File: src/rtl/branch_resolve_unit.sv
// EX-stage branch resolution: mispredict detection, registered flush/redirect and a BTB update FIFO.
// Optional statistics counters are built only when BRU_STATS_EN is defined.
module branch_resolve_unit #(
    parameter int unsigned ADDR_W = 32,
    parameter int unsigned QDEPTH = 4,
    parameter int unsigned CNT_W  = 32
) (
    input  logic              clk,
    input  logic              rst_n,
    input  logic              ex_valid,
    input  logic              ex_stall,
    input  logic [ADDR_W-1:0] ex_pc,
    input  logic              ex_pred_taken,
    input  logic [ADDR_W-1:0] ex_pred_target,
    input  logic              ex_taken,
    input  logic [ADDR_W-1:0] ex_target,
    output logic              flush_o,
    output logic [ADDR_W-1:0] redirect_pc,
    output logic              upd_valid,
    input  logic              upd_ready,
    output logic [ADDR_W-1:0] upd_pc,
    output logic [ADDR_W-1:0] upd_target,
    output logic              upd_taken,
    output logic [CNT_W-1:0]  branch_cnt,
    output logic [CNT_W-1:0]  mispred_cnt,
    output logic [CNT_W-1:0]  drop_cnt
);

    localparam int unsigned PtrW = (QDEPTH > 1) ? $clog2(QDEPTH) : 1;
    localparam int unsigned OccW = $clog2(QDEPTH + 1);

    logic              flush_q;
    logic [ADDR_W-1:0] redirect_q, redirect_d;

    logic [ADDR_W-1:0] fifo_pc     [QDEPTH];
    logic [ADDR_W-1:0] fifo_target [QDEPTH];
    logic              fifo_taken  [QDEPTH];
    logic [PtrW-1:0]   wr_ptr_q, rd_ptr_q;
    logic [OccW-1:0]   occ_q, occ_d;

    logic resolve, mispred;
    logic full, empty, push, pop;

    // The flush cycle is the shadow cycle: whatever sits in EX is wrong-path.
    assign resolve = ex_valid & ~ex_stall & ~flush_q;
    assign mispred = resolve & ((ex_pred_taken != ex_taken) |
                                (ex_taken & (ex_pred_target != ex_target)));

    assign full  = (occ_q == OccW'(QDEPTH));
    assign empty = (occ_q == '0);
    assign pop   = ~empty & upd_ready;
    // A pop in the same cycle frees the slot, so a push into a full FIFO is not lost.
    assign push  = mispred & (~full | pop);

    always_comb begin
        redirect_d = redirect_q;
        if (mispred) begin
            redirect_d = ex_taken ? ex_target : (ex_pc + ADDR_W'(4));
        end
    end

    always_comb begin
        occ_d = occ_q + OccW'(push) - OccW'(pop);
    end

    always_ff @(posedge clk or negedge rst_n) begin
        if (!rst_n) begin
            flush_q    <= 1'b0;
            redirect_q <= '0;
            wr_ptr_q   <= '0;
            rd_ptr_q   <= '0;
            occ_q      <= '0;
        end else begin
            flush_q    <= mispred;
            redirect_q <= redirect_d;
            occ_q      <= occ_d;
            if (push) wr_ptr_q <= wr_ptr_q + PtrW'(1);
            if (pop)  rd_ptr_q <= rd_ptr_q + PtrW'(1);
        end
    end

    always_ff @(posedge clk) begin
        if (push) begin
            fifo_pc[wr_ptr_q]     <= ex_pc;
            fifo_target[wr_ptr_q] <= ex_target;
            fifo_taken[wr_ptr_q]  <= ex_taken;
        end
    end

    assign flush_o     = flush_q;
    assign redirect_pc = redirect_q;
    assign upd_valid   = ~empty;
    assign upd_pc      = fifo_pc[rd_ptr_q];
    assign upd_target  = fifo_target[rd_ptr_q];
    assign upd_taken   = fifo_taken[rd_ptr_q];

`ifdef BRU_STATS_EN
    logic             drop;
    logic [CNT_W-1:0] branch_q, mispred_q, drop_q;

    assign drop = mispred & full & ~pop;

    // Saturating counters: hold at all-ones instead of wrapping.
    always_ff @(posedge clk or negedge rst_n) begin
        if (!rst_n) begin
            branch_q  <= '0;
            mispred_q <= '0;
            drop_q    <= '0;
        end else begin
            if (resolve && (branch_q != '1))  branch_q  <= branch_q + CNT_W'(1);
            if (mispred && (mispred_q != '1)) mispred_q <= mispred_q + CNT_W'(1);
            if (drop && (drop_q != '1))       drop_q    <= drop_q + CNT_W'(1);
        end
    end

    assign branch_cnt  = branch_q;
    assign mispred_cnt = mispred_q;
    assign drop_cnt    = drop_q;
`else
    assign branch_cnt  = '0;
    assign mispred_cnt = '0;
    assign drop_cnt    = '0;
`endif

endmodule

File: config.mk
export PLATFORM = sky130hd
export DESIGN_NAME = branch_resolve_unit
export DESIGN_NICKNAME = d
export VERILOG_FILES = /design/src/rtl/branch_resolve_unit.sv
export SDC_FILE = /design/constraint.sdc
export NUM_CORES = 1
export LEC_CHECK = 0
export CAP_MARGIN = 20
export CORE_UTILIZATION = 54
export DETAILED_ROUTE_END_ITERATION = 7
export PLACE_DENSITY = 0.91
export SYNTH_ARGS = -nofsm -noshare
export SYNTH_HDL_FRONTEND = slang
export SYNTH_SLANG_ARGS = --single-unit
File: constraint.sdc
create_clock -name clk -period 5.05 [get_ports clk]
set_input_delay 1.01 -clock clk [delete_from_list [all_inputs] [get_ports clk]]
set_output_delay 1.01 -clock clk [all_outputs]
set_load 0.1 [all_outputs]
== Word level (Yosys, flattened, before mapping) ==
Memory sizes are Yosys's and may differ from the RTL's.
Cells that the tools add are included.
Cells by class
  reductions and logical operators: 1
  equality and inequality tests: 3
  $add $sub $neg: 5
  muxes and demuxes: 3
  bitwise operators: 12
Operator list (count)
  adder 32 x 3 -> 32 bit, second input constant: 1
  2-to-1 mux 32 bit: 1
  inequality test 32 bit: 1
  bitwise AND 1 bit: 6
  adder 2 x 1 -> 2 bit, second input constant: 2
  NOT 1 bit: 4
  adder 3 x 1 -> 3 bit: 1
  == test 3 bit, second input constant: 1
  zero test 3 bit: 1
  subtractor 3 x 1 -> 3 bit: 1
  2-to-1 mux 1 bit: 2
  OR 1 bit: 2
  inequality test 1 bit: 1
Storage, ports and cells
  word-level logic and storage cells: 32
  memories kept: 3
  output and inout port bits: 195
  register bits: 40
  input port bits: 103
  memory bits (writable): 260
Memories
  fifo_pc: words 4, width 32, read ports 1, clocked after Yosys merged registers in 0, wr ports 1, RTL line 35  | logic [ADDR_W-1:0] fifo_pc [QDEPTH];
  fifo_target: words 4, width 32, read ports 1, clocked after Yosys merged registers in 0, wr ports 1, RTL line 36  | logic [ADDR_W-1:0] fifo_target [QDEPTH];
  fifo_taken: words 4, width 1, read ports 1, clocked after Yosys merged registers in 0, wr ports 1, RTL line 37  | logic fifo_taken [QDEPTH];

== Logic depth before layout (Yosys ltp) ==
Gate-level depths: netlist (run 1).
  word-level depth: 7
  gate-level depth with buffers: 12

== Worst setup path before layout (run 1) ==
Ideal clock, no wire load.
  path type: input to register
  start: input port ex_taken
  end: memory fifo_pc[0][0] (enable)
  arrival time: 3444 ps
  path buffers: 1
  path slack: 1176 ps
  stages: 6
  required time: 4620 ps
  cell sequence: clkbuf_1 -> nor2_1 -> nor4b_1 -> nand2_1 -> nor2_1 -> and2_1
Between the ends
  cells in the longest elaborated chain, start to end: 6
Ends and longest elaborated chain
  start, declared: RTL line 15  | input logic ex_taken,
  inequality test 1 bit / bitwise AND 1 bit (equally long branches): RTL line 46, 47
  OR 1 bit *: RTL line 46  | assign mispred = resolve & ((ex_pred_taken != ex_taken) |
  bitwise AND 1 bit *: RTL line 46
  bitwise AND 1 bit *: RTL line 53  | assign push = mispred & (~full | pop);
  2-to-1 mux 1 bit *: RTL line 83  | if (push) begin
  2-to-1 mux 1 bit (not written as such) *: RTL line 84  | fifo_pc[wr_ptr_q] <= ex_pc;
  end, declared: RTL line 35
Mark *: on every way between the ends. The rest lies on a longest branch, timed or not.

== Final worst setup path (run 1) ==
  start: register rd_ptr_q[0]
  end: output port upd_target[8]
Between the ends
  cells in the longest elaborated chain, start to end: 1
Ends and longest elaborated chain
  start, declared: RTL line 38  | logic [PtrW-1:0] wr_ptr_q, rd_ptr_q;
  start signal, assigned: RTL line 78  | if (pop) rd_ptr_q <= rd_ptr_q + PtrW'(1);
  memory read (4 x 32 bit)
  end, declared: RTL line 22  | output logic [ADDR_W-1:0] upd_target,
Every way passes these cells.

==> impl_metrics.json, run 1 <==
{
  "fmax_ghz": 0.233,
  "holdCritPathClass": "reg2reg",
  "cpMaxStageDelayCell": "clkdlybuf4s50_1",
  "routed_wl_mm": 30.0,
  "finalSetupViolCount": 0,
  "dp_hpwl_mm": 20.1,
  "status": "completed",
  "num_vias": 7069,
  "yosys_warnings": 0,
  "rsz0062_at_grt": "false",
  "p_leak_nw": 5.56,
  "area_growth_pct": 23.1,
  "cts_resized": 0,
  "start_util_pct": 55.1,
  "final_nets": 1076,
  "finClkSkew_ns": 0.0241,
  "antenna_found_initial": 0,
  "slowest_delay_ns": 0.99,
  "ioPinCount": 298,
  "ys.flop_type": "edfxtp_1",
  "fillers": 1558,
  "avgViaCountPerCell": 5.41,
  "endpoint_kind": "primary output",
  "drc": 0,
  "hold_buffers": 0,
  "syn_inst": 748,
  "fin_crit_sh_pct": 85.1,
  "portBuffers": 201,
  "final_util_pct": 67.9,
  "cap_violations": 0,
  "min_period_ns": 4.30,
  "finalPower_mw": 10.2,
  "async_flop_share_pct": 13.3,
  "start_kind": "flop",
  "cts_tree": "built",
  "antenna_left": 0,
  "drive_above_1_share_pct": 16.5,
  "dieArea_um2": 24700,
  "tightest_slew_ns": 1.09,
  "gp_congestion": 0.868,
  "die_w_um": 157,
  "root_buffer": "clkbuf_16",
  "diodes": 0,
  "grt_use_total_pct": 24.7,
  "crit_fanout": 26,
  "die_y_um": 157,
  "avgSynthCellArea_um2": 17.4,
  "ir_worst_vdd_mv": 0.518,
  "synth_edf_count": 260,
  "grt_pass1_vias": 7155,
  "setup_tns_ns": 0,
  "grt_pass1_wl_mm": 43.9,
  "critPathArrivalTime_ns": 3.29,
  "clkTransAtPathRegs_ns": 0.06,
  "cts.sinks": 300,
  "finalHoldViolCount": 0,
  "dr.pass1.iters": 5,
  "grt_max_degree": 66,
  "synth.distinct_cells": 41,
  "synth_seq_cells": 300,
  "core_um2": 23500,
  "criticalPathCategory": "reg2out",
  "clk_latency_ns": 0.54,
  "cts-buffers-inserted": 29,
  "syn_area_um2": 13000,
  "synth-seq-area-share_pct": 67.9,
  "clk_path_buf_depth": 3,
  "slew_headroom_pct": 27.0,
  "drv_slew": 0,
  "grt_overflow": 0,
  "drtIter0Drc": 498,
  "wl_per_cell_um": 23.0,
  "cp_cell_sequence": "buf_4 > mux4_2 > clkdlybuf4s50_1",
  "htree_levels": 1,
  "row_count": 56,
  "post-cts-setup-buffers": 0,
  "crit_required_ns": 4.04,
  "power_per_cell_area_nw_per_um2": 639
}
cells in the mapped netlist (9+ instances only):
cell type | instances | area (µm²)
o21ai_0 | 24 | 120
buf_4 | 96 | 721
nor2_1 | 10 | 37.5
nor4_1 | 9 | 56.3
xor2_1 | 41 | 359
nand3_1 | 9 | 45.0
mux4_2 | 65 | 1460
nand2_1 | 35 | 131
dfrtp_1 | 40 | 1000
nand4_1 | 11 | 68.8
inv_1 | 12 | 45.0
xnor2_1 | 23 | 201
clkbuf_1 | 18 | 67.6
mux2_2 | 27 | 304
edfxtp_1 | 260 | 7810
cells by family (layout without fill, tap and decap cells):
family                     count (synthesis)  count (layout)  synth area share (%)
buffers and inverters                    136             281                  6.93
other                                      1              96                0.0289
DFF                                      300             300                  67.9
adders and majority gates                  7               7                 0.733
and+or+nand+nor                          106             106                  4.34
muxes                                    104             104                  14.6
AOI/OAI and AO/OA                         30              30                  1.18
xor gates and xnor gates                  64              64                  4.32
power breakdown:
group / switching, mW / internal, mW / leakage (nW)
Sequential: 0.159 / 2.95 / 2.83
Combinational: 3.76 / 1.27 / 2.28
Clock: 0.890 / 1.17 / 0.444
Total: 4.81 / 5.39 / 5.56
final timing paths:
path	start	end	slack, ns	depth (start not counted)
hold / removal	redirect_pc[3]	redirect_pc[3]	0.50	1
hold reg to reg	redirect_pc[3]	redirect_pc[3]	0.50	1
max in group asynchronous	rst_n	rd_ptr_q[0]	4.05	2
setup / recovery	rd_ptr_q[0]	upd_target[8]	0.75	3
min in group asynchronous	rst_n	redirect_pc[24]	0.54	2
setup reg to reg	flush_o	occ_q[2]	1.74	8
worst max-delay path, delay by kind of cell, from the launching register on:
kind                   cells  cell delay, ns
flip-flops                 1            0.78
multiplexers               1            0.58
buffers and inverters      2            1.39
final cells by class:
type                    instances  area, µm²  area share (%)
inverters                      12       45.0           0.282
repair buffers                216       2160            13.6
flip-flops and latches        300       8810            55.2
clock inverters                17        109           0.681
well taps                     319        399            2.50
clock buffers                  36        803            5.03
multi-input cells             407       3640            22.8
through the flow:
stage                     instance area, µm²  hold slack (ns)  setup WS [ns]  std cells
after floorplan                        13300            0.462           1.18        843
after global placement                 15100            0.469          0.561       1254
after detailed placement               15100            0.488          0.494       1254
after CTS                              16000            0.500          0.671       1307
after global routing                   16000            0.518          0.594       1307
final                                  16000            0.504          0.751       1307
cell usage in the layout, fill, tap and decap left out, types with 3 or more instances in the layout:
cell and n:
xnor2_1 23, nor3_1 6, o21ai_0 24, mux4_2 65
clkdlybuf4s50_1 199, conb_1 96, nand4_1 11, xor2_1 41
and3_1 5, buf_12 4, nor4_1 9, clkinv_1 7
nand3_1 9, clkbuf_8 3, buf_4 11, edfxtp_1 260
mux2_1 6, inv_1 12, clkbuf_16 30, a21oi_1 4
dfrtp_1 38, and2_2 4, clkbuf_1 3, clkinvlp_4 3
nand2_1 35, mux2i_1 6, mux2_2 27, ha_1 6
nor2_1 10, clkinv_2 6
routing by layer:
layer,vias to the layer above,global-route usage (%),part of all wire [%]
li1,3102,-,-
met1,3578,33.3,39
met2,355,41.1,50
met3,34,5.70,9.3
met4,0,6.24,1.8
met5,-,0,0
flip-flops by register name (all words and copies together) (netlist names):
signal	flops
fifo_pc	128
fifo_target	128
flush_o	1
fifo_taken	4
rd_ptr_q	2
redirect_pc	32
occ_q	3
wr_ptr_q	2
Note: power is estimated with default switching activity, not from simulation.
==> inputs of run 2 (changes only) <==
--- a/config.mk
+++ b/config.mk
@@ -8,7 +8,7 @@
 export CAP_MARGIN = 20
 export CORE_UTILIZATION = 54
 export DETAILED_ROUTE_END_ITERATION = 7
-export PLACE_DENSITY = 0.91
+export PLACE_DENSITY = 0.85
 export SYNTH_ARGS = -nofsm -noshare
 export SYNTH_HDL_FRONTEND = slang
 export SYNTH_SLANG_ARGS = --single-unit
==> run 2 against run 1 <==
Net effect: via count increased by 4.9%; non-clock buffer count decreased by 3; power increased by 0.99%; clock skew decreased by 0.010 ns; critical path depth unchanged; critical path type unchanged; largest cell class unchanged.
==> impl_metrics.json, run 2 (same netlist as run 1, synthesis figures left out) <==
{
  "num_vias": 7412,
  "fmax_ghz": 0.232,
  "drive_above_1_share_pct": 16.2,
  "holdWs_ns": 0.507,
  "grt_pass1_vias": 7289,
  "grt_use_total_pct": 25.5,
  "power_per_cell_area_nw_per_um2": 645,
  "hold_path_end": "occ_q[2]",
  "area_growth_pct": 23.2,
  "clkTransAtPathRegs_ns": 0.07,
  "reg2reg_slack_ns": 2.21,
  "htree_levels": 1,
  "p_leak_nw": 5.55,
  "antenna_left": 0,
  "cp_cell_sequence": "buf_12 > mux4_2 > clkdlybuf4s50_1",
  "tightest_slew_ns": 1.02,
  "worst_slack_ns": 0.736,
  "finalSetupViolCount": 0,
  "routed_wl_mm": 31.1,
  "core_um2": 23500,
  "hold_path_depth": 1,
  "ioPinCount": 298,
  "slew_headroom_pct": 31.7,
  "grt_max_degree": 65,
  "dr.pass1.iters": 5,
  "start_util_pct": 55.1,
  "cap_violations": 0,
  "cts_tree": "built",
  "holdCritPathClass": "reg2reg",
  "final_nets": 1072,
  "status": "completed",
  "grt_pass1_wl_mm": 45.3,
  "reg2regPathDepth": 5,
  "diodes": 0,
  "worst-path-buf-inv": 2,
  "cts-buffers-inserted": 28,
  "drv_slew": 0,
  "most-common-layout-cells": "edfxtp_1 (260), clkdlybuf4s50_1 (199), conb_1 (96)",
  "row_count": 56,
  "finalPower_mw": 10.3,
  "portBuffers": 201,
  "layout_commonest_cell": "edfxtp_1",
  "die_w_um": 157,
  "wl_per_cell_um": 23.8,
  "ir_worst_vdd_mv": 0.515,
  "crit_required_ns": 4.04,
  "avgViaCountPerCell": 5.69,
  "start_kind": "flop",
  "reg2reg_to": "fifo_target[2][27]",
  "die_y_um": 157,
  "hold_buffers": 0,
  "dp_hpwl_mm": 20.8,
  "cpMaxStageDelayCell": "clkdlybuf4s50_1",
  "slowest_delay_ns": 1.00,
  "criticalPathCategory": "reg2out",
  "cts.sinks": 300,
  "finClkSkew_ns": 0.0137,
  "clk_path_buf_depth": 3,
  "gp_congestion": 0.874,
  "finalHoldViolCount": 0,
  "cts_resized": 0,
  "antenna_found_initial": 0,
  "place_ws_ns": 0.653,
  "rsz0062_at_grt": "false",
  "endpoint_kind": "primary output",
  "fin_crit_sh_pct": 85.4,
  "grt_overflow": 0,
  "hold_start": "occ_q[2]",
  "critPathArrivalTime_ns": 3.30,
  "r2r_start": "flush_o",
  "clk_latency_ns": 0.55,
  "crit_fanout": 41,
  "post-cts-setup-buffers": 0,
  "dieArea_um2": 24700,
  "root_buffer": "clkbuf_16",
  "min_period_ns": 4.31,
  "drc": 0,
  "crit_family": "buffers and inverters",
  "drtIter0Drc": 815,
  "setup_tns_ns": 0
}
[run 2: stage by stage]
stage | util [%] | area, µm² | instances
floorplan | - | 13300 | 843
global placement | 64.0 | 15100 | 1251
detailed placement | 64.0 | 15100 | 1251
CTS | 67.9 | 16000 | 1302
global route | 67.9 | 16000 | 1302
finish | 67.9 | 16000 | 1302
[run 2: worst register-to-register path, delay by kind of cell (launching register included)]
family | cells | cell delay [ns]
DFF | 1 | 0.43
and+or+nand+nor | 4 | 1.69
buffers and inverters | 1 | 0.34
[run 2: how the worst max path moves through the flow]
stage	from	to	slack (ns)	depth (start not counted)
finish	rd_ptr_q[0]	upd_target[22]	0.74	3
CTS	rd_ptr_q[0]	upd_taken	0.67	3
detailed placement	ex_target[12]	occ_q[2]	0.65	11
floorplan	ex_taken	fifo_pc[0][0]	1.18	6
global placement	ex_target[12]	occ_q[2]	0.77	11
global route	rd_ptr_q[0]	upd_target[22]	0.60	3
[run 2: final cells by class]
| cell class | instances | area, µm² |
|---|---|---|
| clock buffers | 31 | 733 |
| clock inverters | 20 | 186 |
| fillers | 1538 | 7560 |
| inverters | 12 | 45.0 |
| multi-input cells | 407 | 3640 |
| flip-flops and latches | 300 | 8810 |
| well taps | 319 | 399 |
| repair buffers | 213 | 2170 |
[run 2: power breakdown]
part / switching, mW / internal [mW] / total, mW
Sequential: 0.219 / 2.95 / 3.17
Combinational: 3.75 / 1.28 / 5.03
Clock: 0.911 / 1.20 / 2.11
Total: 4.88 / 5.43 / 10.3
[run 2: layer usage]
| layer | GRT usage [%] | up-vias | part of all wire (%) |
|---|---|---|---|
| met3 | 3.88 | 51 | 9.4 |
| met4 | 7.72 | 0 | 2.6 |
| met1 | 36.4 | 3834 | 39 |
| met5 | 0 | - | 0 |
| met2 | 41.0 | 433 | 49 |
| li1 | - | 3094 | - |
